[src/rtl/pixie_video_back_end_if.sv]
// Framebuffer RAM read port between the video back end (master) and the frame RAM (slave).
interface pixie_video_back_end_if;
    logic [9:0] mem_rd_addr;
    logic [7:0] mem_rd_data;

    modport master (output mem_rd_addr, input mem_rd_data);
    modport slave  (input mem_rd_addr, output mem_rd_data);
endinterface

[src/rtl/pixie_video_back_end.sv]
// Pixie framebuffer read side: scans the 1 KB frame RAM into a 1-bit raster with sync and blank
// timing. Every registered output describes the pixel at the pre-tick hcount/vcount.
module pixie_video_back_end #(
    parameter int unsigned H_TOTAL        = 400,
    parameter int unsigned H_ACTIVE       = 256,
    parameter int unsigned H_SYNC_START   = 300,
    parameter int unsigned H_SYNC_LEN     = 32,
    parameter int unsigned V_TOTAL        = 262,
    parameter int unsigned V_ACTIVE       = 128,
    parameter int unsigned V_SYNC_START   = 200,
    parameter int unsigned V_SYNC_LEN     = 3,
    parameter int unsigned BYTES_PER_LINE = 8,
    parameter int unsigned H_SCALE        = 4,
    parameter int unsigned V_SCALE        = 1
) (
    input  logic                          clk,
    input  logic                          reset_n,
    input  logic                          clk_enable,
    input  logic                          disp_en,
    pixie_video_back_end_if.master        mem,
    output logic                          video,
    output logic                          hsync,
    output logic                          vsync,
    output logic                          hblank,
    output logic                          vblank,
    output logic                          frame_start
);
    localparam int unsigned SCW = (H_SCALE > 1) ? $clog2(H_SCALE) : 1;

    localparam logic [8:0]     H_LAST   = 9'(H_TOTAL - 1);
    localparam logic [8:0]     V_LAST   = 9'(V_TOTAL - 1);
    localparam logic [8:0]     H_ACT    = 9'(H_ACTIVE);
    localparam logic [8:0]     V_ACT    = 9'(V_ACTIVE);
    localparam logic [9:0]     HS_START = 10'(H_SYNC_START);
    localparam logic [9:0]     HS_END   = 10'(H_SYNC_START + H_SYNC_LEN);
    localparam logic [9:0]     VS_START = 10'(V_SYNC_START);
    localparam logic [9:0]     VS_END   = 10'(V_SYNC_START + V_SYNC_LEN);
    localparam logic [SCW-1:0] SC_LAST  = SCW'(H_SCALE - 1);

    logic [8:0]     hcount, vcount, hcount_next, vcount_next, line_next;
    logic [9:0]     rd_addr, base;
    logic [7:0]     shreg, shreg_cur;
    logic [2:0]     bit_idx;
    logic [SCW-1:0] scale_cnt;
    logic           frame_en, h_last, v_last, active, load, msb, addr_setup;
    logic           hsync_hit, vsync_hit;

    assign mem.mem_rd_addr = rd_addr;

    always_comb begin
        h_last      = (hcount == H_LAST);
        v_last      = (vcount == V_LAST);
        hcount_next = h_last ? 9'd0 : hcount + 9'd1;
        line_next   = v_last ? 9'd0 : vcount + 9'd1;
        vcount_next = h_last ? line_next : vcount;
        active      = (hcount < H_ACT) && (vcount < V_ACT);
        load        = active && (bit_idx == 3'd0) && (scale_cnt == '0);
        shreg_cur   = load ? mem.mem_rd_data : shreg;
        msb         = shreg_cur[7];
        // Row base for the line that starts after this tick; V_SCALE lines share one row.
        addr_setup  = h_last && (line_next < V_ACT);
        base        = 10'((32'(line_next) / V_SCALE) * BYTES_PER_LINE);
        hsync_hit   = ({1'b0, hcount} >= HS_START) && ({1'b0, hcount} < HS_END);
        vsync_hit   = ({1'b0, vcount} >= VS_START) && ({1'b0, vcount} < VS_END);
    end

    always_ff @(posedge clk or negedge reset_n) begin
        if (!reset_n) begin
            hcount      <= 9'd0;
            vcount      <= 9'd0;
            rd_addr     <= 10'd0;
            shreg       <= 8'd0;
            bit_idx     <= 3'd0;
            scale_cnt   <= '0;
            frame_en    <= 1'b0;
            video       <= 1'b0;
            hsync       <= 1'b0;
            vsync       <= 1'b0;
            hblank      <= 1'b1;
            vblank      <= 1'b1;
            frame_start <= 1'b0;
        end else begin
            frame_start <= 1'b0;
            if (clk_enable) begin
                hcount      <= hcount_next;
                vcount      <= vcount_next;
                hblank      <= (hcount >= H_ACT);
                vblank      <= (vcount >= V_ACT);
                hsync       <= hsync_hit;
                vsync       <= vsync_hit;
                video       <= frame_en && active && msb;
                frame_start <= (hcount == 9'd0) && (vcount == 9'd0);
                if (h_last && v_last) begin
                    frame_en <= disp_en;
                end
                if (addr_setup) begin
                    rd_addr <= base;
                end else if (load) begin
                    rd_addr <= rd_addr + 10'd1;
                end
                if (active) begin
                    if (scale_cnt == SC_LAST) begin
                        scale_cnt <= '0;
                        bit_idx   <= bit_idx + 3'd1;
                        shreg     <= {shreg_cur[6:0], 1'b0};
                    end else begin
                        scale_cnt <= scale_cnt + SCW'(1);
                        shreg     <= shreg_cur;
                    end
                end
            end
        end
    end
endmodule
[src/flat_wrapper.sv]
// flat-port wrapper written by rule: the top's interface ports become plain ports
module pixie_video_back_end_flat 
#(
    parameter int unsigned H_TOTAL        = 400,
    parameter int unsigned H_ACTIVE       = 256,
    parameter int unsigned H_SYNC_START   = 300,
    parameter int unsigned H_SYNC_LEN     = 32,
    parameter int unsigned V_TOTAL        = 262,
    parameter int unsigned V_ACTIVE       = 128,
    parameter int unsigned V_SYNC_START   = 200,
    parameter int unsigned V_SYNC_LEN     = 3,
    parameter int unsigned BYTES_PER_LINE = 8,
    parameter int unsigned H_SCALE        = 4,
    parameter int unsigned V_SCALE        = 1
)
  (clk, reset_n, clk_enable, disp_en, video, hsync, vsync, hblank, vblank, frame_start, mem_mem_rd_addr, mem_mem_rd_data);
  pixie_video_back_end_if mem_i ();
  input  logic clk;
  input  logic reset_n;
  input  logic clk_enable;
  input  logic disp_en;
  output logic video;
  output logic hsync;
  output logic vsync;
  output logic hblank;
  output logic vblank;
  output logic frame_start;
  output wire logic [$bits(mem_i.mem_rd_addr)-1:0] mem_mem_rd_addr;
  input wire logic [$bits(mem_i.mem_rd_data)-1:0] mem_mem_rd_data;
  assign mem_mem_rd_addr = mem_i.mem_rd_addr;
  assign mem_i.mem_rd_data = mem_mem_rd_data;
  pixie_video_back_end #(.H_TOTAL(H_TOTAL), .H_ACTIVE(H_ACTIVE), .H_SYNC_START(H_SYNC_START), .H_SYNC_LEN(H_SYNC_LEN), .V_TOTAL(V_TOTAL), .V_ACTIVE(V_ACTIVE), .V_SYNC_START(V_SYNC_START), .V_SYNC_LEN(V_SYNC_LEN), .BYTES_PER_LINE(BYTES_PER_LINE), .H_SCALE(H_SCALE), .V_SCALE(V_SCALE)) u_core (.clk(clk), .reset_n(reset_n), .clk_enable(clk_enable), .disp_en(disp_en), .mem(mem_i), .video(video), .hsync(hsync), .vsync(vsync), .hblank(hblank), .vblank(vblank), .frame_start(frame_start));
endmodule
[config.mk]
export PLATFORM = sky130hd
export DESIGN_NAME = pixie_video_back_end_flat
export DESIGN_NICKNAME = d
export VERILOG_FILES = /design/src/rtl/pixie_video_back_end_if.sv /design/src/rtl/pixie_video_back_end.sv /design/src/flat_wrapper.sv
export SDC_FILE = /design/constraint.sdc
export NUM_CORES = 1
export LEC_CHECK = 0
export ABC_AREA = 1
export CAP_MARGIN = 10
export CORE_MARGIN = 5
export CORE_UTILIZATION = 45
export DETAILED_ROUTE_END_ITERATION = 7
export PLACE_DENSITY_LB_ADDON = 0.1
export RECOVER_POWER = 25
export SYNTH_ARGS = -nofsm -noshare
export SYNTH_HDL_FRONTEND = slang
export SYNTH_SLANG_ARGS = --single-unit
[constraint.sdc]
create_clock -name clk -period 3.34 [get_ports clk]
set_input_delay 0.501 -clock clk [delete_from_list [all_inputs] [get_ports clk]]
set_output_delay 0.501 -clock clk [all_outputs]
set_load 0.02 [all_outputs]
* Yosys cells after proc, flatten, opt, wreduce, memory -nomap -nowiden
Cells that the tools add are included.
** Word-level totals
- Register bits after elaboration :: 48
- Input bits :: 12
- Logic and storage cells :: 58
** Operators by class
- Add/sub/neg operators :: 5
- Reductions and logical operators :: 20
- Mux-type cells :: 8
- $lt $le $gt $ge :: 9
- Eq/ne operators :: 3
** Operators by type and width (number)
- $lt 9x8->1 const B :: 3
- $mux 10 :: 2
- $add 9x1->9 const B :: 2
- $eq 9x9->1 const B :: 2
- $ge 9x8->1 const B :: 2
- $ge 9x9->1 const B :: 2
- $logic_not 9->1 :: 2
- $lt 9x9->1 const B :: 2
- $mux 9 :: 2
- $mux 8 :: 2
- $add 10x1->10 const B :: 1
- $logic_and 1x1->1 :: 10
- $reduce_and 2->1 :: 4
- $add 3x1->3 const B :: 1
- $logic_not 3->1 :: 1
- $reduce_and 3->1 :: 1
- $add 2x1->2 const B :: 1
- $eq 2x2->1 const B :: 1
- $logic_not 2->1 :: 1
- $mux 2 :: 1
- $reduce_bool 2->1 :: 1
- $mux 1 :: 1

* Longest topological paths before layout
- Depth after elaboration :: 6
- Depth in mapped cells :: 12

* Worst setup path before layout
Ideal clock, no wire load.
- Kind :: reg-to-reg
- Start point :: reg u_core.vcount[0]
- End point :: reg u_core.rd_addr[8] (netlist: u_core.mem.mem_rd_addr[8])
- Stages on the path, launching flop included :: 12
- Arrival :: 1.470 ns
- Required time :: 3.223 ns
- Buffers on the path :: 1
- Path slack :: 1.753 ns
- Library setup time :: 0.117 ns
- Path through :: dfrtp_1 -> ha_1 -> nand2_2 -> nor2_1 -> nand3_1 -> nand3_2 -> nand3_4 -> buf_6 -> nand2_1 -> nand2_1 -> nand2_1 -> nand2_1
** On the way
- Word-level cells in the longest chain between the ends :: 6
- Elaborated cells between the ends (all ways) :: 12
- Those cells by class :: 1 x add/sub; 2 x order compare; 1 x eq/ne; 2 x mux; 6 x reduce/logical
** RTL lines
- from (decl) :: line pixie_video_back_end.sv:40 : logic [8:0] hcount, vcount, hcount_next, vcount_next, line_next;
- from (signal assigned) :: line pixie_video_back_end.sv:86 : vcount <= vcount_next;
- $add 9x1->9 (tied with other cells) :: line pixie_video_back_end.sv:54 : line_next = v_last ? 9'd0 : vcount + 9'd1;
- $mux 9 or $logic_and 1x1->1 (tied branches) :: line pixie_video_back_end.sv:54, pixie_video_back_end.sv:56
- $lt 9x8->1 or $logic_and 1x1->1 (tied branches) :: line pixie_video_back_end.sv:61, pixie_video_back_end.sv:57
- $logic_and 1x1->1, on equally long branches :: line pixie_video_back_end.sv:61, pixie_video_back_end.sv:57
- $reduce_bool 2->1 (no source line)
- $reduce_and 2->1 (no source line)
- to (signal assigned) :: line pixie_video_back_end.sv:97 : rd_addr <= base;
- to (signal assigned) :: line pixie_video_back_end.sv:99 : rd_addr <= rd_addr + 10'd1;
- to (decl) :: line pixie_video_back_end.sv:41 : logic [9:0] rd_addr, base;
Parallel ways exist; a longest one is shown, timed or not.
A chain may end at the register's enable or synchronous reset.

* Worst setup path in the final report
- Start point :: reg u_core.vcount[7]
- End point :: reg u_core.shreg[7]
** On the way
- Word-level cells in the longest chain between the ends :: 6
- Elaborated cells between the ends (all ways) :: 7
- Those cells by class :: 1 x order compare; 2 x mux; 4 x reduce/logical
** RTL lines
- $lt 9x8->1 * :: line pixie_video_back_end.sv:56 : active = (hcount < H_ACT) && (vcount < V_ACT);
- $logic_and 1x1->1 * :: line pixie_video_back_end.sv:56
- $logic_and 1x1->1 (2 in a row) :: line pixie_video_back_end.sv:57 : load = active && (bit_idx == 3'd0) && (scale_cnt == '0);
- $mux 8 :: line pixie_video_back_end.sv:58 : shreg_cur = load ? mem.mem_rd_data : shreg;
- $mux 8 :: line pixie_video_back_end.sv:102 : if (scale_cnt == SC_LAST) begin
- to (signal assigned) :: line pixie_video_back_end.sv:105 : shreg <= {shreg_cur[6:0], 1'b0};
- to (signal assigned) :: line pixie_video_back_end.sv:108 : shreg <= shreg_cur;
- to (decl) :: line pixie_video_back_end.sv:42 : logic [7:0] shreg, shreg_cur;
Every way passes the cells marked *; elsewhere a longest branch is shown, timed or not.

==> results by group <==
Detailed routing
  • Drt first pass iters: 4
  • Via count: 2337
  • Wire length per cell: ~13 um
  • Routed Antenna Nets: 0
  • DRC: 0
  • Initial drt markers: 107
  • Vias per inst: approximately 5.0
  • DRT Wirelength: 6070 um

Final layout
  • Finished Layout Cells: 467
  • Ant diodes: 0
  • Final core occ: 54.1%
  • Layout fillers: 570
  • Layout cells sized above 1: 8.67%
  • # nets final: 413
  • P&R area growth vs syn: 14.9%

Timing
  • Slew HR: -24.8%
  • RSZ-0062 raised after global routing: no
  • Max-slew violations: 35
  • Final Hold Fails: 0
  • Crit share post-route: 61.4%
  • Fin crit period: 2050 ps
  • Setup total negative slack: 0 ps
  • FMAX: 0.487 GHz
  • Final Setup Violations: 0
  • Clock Skew: 7.98 ps
  • Slew @ Worst Pin: 1870 ps

Pwr
  • Worst vdd ir: 0.000242 V
  • P_leak: 1.57 nW
  • Overall power: roughly 1.4 mW
  • PD cells: 419 nW/um^2

Synth
  • Synthesized instance count: 360
  • Seq/Total Area, Yosys: 42.7%
  • Synth area leaders: dfrtp_1 41%, nand2_1 14%, inv_1 5.6%
  • Avg Cell Area, Syn: just under 8 um^2
  • Main synth FF type: dfrtp_1
  • Total number of yosys warnings: 0
  • Synth Cell Area: 2820 um^2
  • Synth top area share: between 40 and 50%
  • Post-synth net total: 382
  • Area leader, netlist: dfrtp_1
  • Top post-synthesis cells by count: 108 x nand2_1, 46 x dfrtp_1, 42 x inv_1, 24 x o21ai_0, 22 x nor2_1
  • FF+latch count, synth: 48
  • Most frequent cell after synthesis: nand2_1
  • Post-synth EDFFs: 0
  • Post-synthesis cell type count: 33
  • Post-synth ARST share: 100%

GRT
  • Largest net degree at the start of global routing: 35
  • GRT Overall Usage: between 10% and 20%
  • First-pass GRT wire length: 10600 um
  • Overflow after GRT: 0
  • Vias in the first global route: roughly 2300
  • Antenna violations before repair: 0

Clocking
  • Num CTS Buffers: 5
  • Post-cts hold buffer count: 0
  • CTS resizes: 0
  • Clock slew at reported path FFs: 90 ps
  • Postcts setup bufs: 0
  • H-tree Lvls: 2
  • Clock Latency Late Sink: 300 ps
  • CTS tree: done
  • Clock buffer depth: 2
  • Root buf cell: clkbuf_8
  • Clock sink total: 48

Worst setup path
  • R2r worst-path depth: 7
  • Cell mode on critical path: o211ai_1
  • R2r startpoint: u_core.vcount[7]
  • Critical Path AT: 2230 ps
  • Crit Path Max Fanout: 18
  • Slowest stage delay, CP: 460 ps
  • Worst-path cell chain: nor2_1 -> nand2_1 -> nor2_4 -> inv_2 -> or2_2 -> o211ai_1 -> o211ai_1
  • Critical-path top delay cell: dfrtp_1
  • Crit path from: u_core.vcount[7]
  • CP startpoint kind: flop
  • Critical Path RT: 3520 ps
  • Crit end category: flop
  • Setup CP Type: flop to flop

Run status
  • Violated checks: capacitance limit, slew limit
  • Status: finished with violations

Floorplanning
  • Die X: between 80 and 90 um
  • Ports: 28
  • DIE HEIGHT: 89.1 um
  • Initial core utilization: a little under half
  • Core Area: around 6000 um^2
  • Die area: 7950 um^2
  • Row count: 28

Hold path
  • Hold/Removal Path Class: flop to flop
  • Hold depth: 2
  • Hold path startpoint: u_core.video

Place
  • Inst Count DP: ~460
  • Post-DP HPWL: 4490 um
  • Final GP Congestion: 0.821
  • Port buffer count: 27

Run
  • Max-Cap Viols: 1
-- where the power goes --
group | switching [mW] | internal [mW]
sequential | 0.0713 | 0.660
clock | 0.196 | 0.148
combinational | 0.173 | 0.109
total | 0.440 | 0.917
-- sequential cells by signal (all words and copies together), names as in the netlist, 2 cells and up --
register / cells
u_core.vcount: 9
u_core.scale_cnt: 2
u_core.bit_idx: 3
u_core.hcount: 9
u_core.shreg: 8
u_core.mem.mem_rd_addr: 10
-- through the flow --
step	setup WS (ps)	cell area, um^2	hold slack (ps)
finish	1290	3240	487
global route	1120	3240	532
CTS	1280	3240	323
detailed placement	1010	3160	468
global placement	1060	3160	466
floorplan	1750	2820	205
-- final cells by class --
| cell class | count | area [um^2] | share of cell area, % |
|---|---|---|---|
| Multi-Input combinational cell | 259 | 1400 | 43.2 |
| Sequential cell | 48 | 1200 | 37.2 |
| Timing Repair Buffer | 29 | 279 | 8.62 |
| Inverter | 48 | 180 | 5.56 |
| Tap cell | 75 | 93.8 | 2.90 |
| Clock buffer | 7 | 76.3 | 2.36 |
| Clock inverter | 1 | 5.00 | 0.155 |
-- path summary, 6_finish.rpt --
path                                    to  slack, ps
max in group asynchronous    u_core.vblank       1490
min in group asynchronous     u_core.vsync        700
setup reg to reg           u_core.shreg[7]       1290
setup / recovery           u_core.shreg[7]       1290
hold reg to reg               u_core.video        490
hold / removal                u_core.video        490
-- critical path, delay by kind of cell (launching register included) --
family / cells / cell delay [ps]
AOI/OAI and AO/OA: 2 / 190
DFF: 1 / 460
and+or+nand+nor: 4 / 1080
buffers and inverters: 1 / 190
-- cell usage in the layout, fill, tap and decap left out, types with 2 or more instances in the layout --
cell type | netlist | final
xor2_1 | 7 | 7
inv_2 | 5 | 5
o21ai_0 | 24 | 24
nor2_4 | 2 | 2
clkdlybuf4s50_1 | 0 | 26
nand3_1 | 20 | 20
xnor2_1 | 5 | 5
inv_1 | 42 | 42
dfrtp_1 | 46 | 46
o211ai_1 | 14 | 14
o21ai_1 | 3 | 3
nand2_2 | 3 | 3
nor2_1 | 22 | 22
o31ai_1 | 2 | 2
or2_2 | 8 | 8
nor3_1 | 7 | 7
a21oi_1 | 2 | 2
dfstp_2 | 2 | 2
nand2_1 | 108 | 108
ha_1 | 10 | 10
clkbuf_1 | 2 | 3
clkbuf_8 | 0 | 5
buf_4 | 0 | 2
nand4_1 | 13 | 13
-- cells by family (layout without fill, tap and decap cells) --
kind of cell	after synthesis	count (layout)	share of synthesized area (%)
AO/OA/AOI/OAI	48	48	10.6
flip-flops	48	48	42.7
buffers and inverters	53	85	7.63
adder cells (fa/ha/maj)	10	10	4.44
AND/OR/NAND/NOR	189	189	30.9
XOR/XNOR	12	12	3.73
-- metal layers --
| layer | track usage [%] | share of wire [%] | up-vias |
|---|---|---|---|
| met4 | 4.60 | 1.3 | 0 |
| li1 | - | - | 1233 |
| met3 | 3.32 | 3.2 | 7 |
| met1 | 24.1 | 51 | 1062 |
| met5 | 0 | 0 | - |
| met2 | 26.6 | 45 | 35 |
Note: power is estimated with default switching activity, not from simulation.
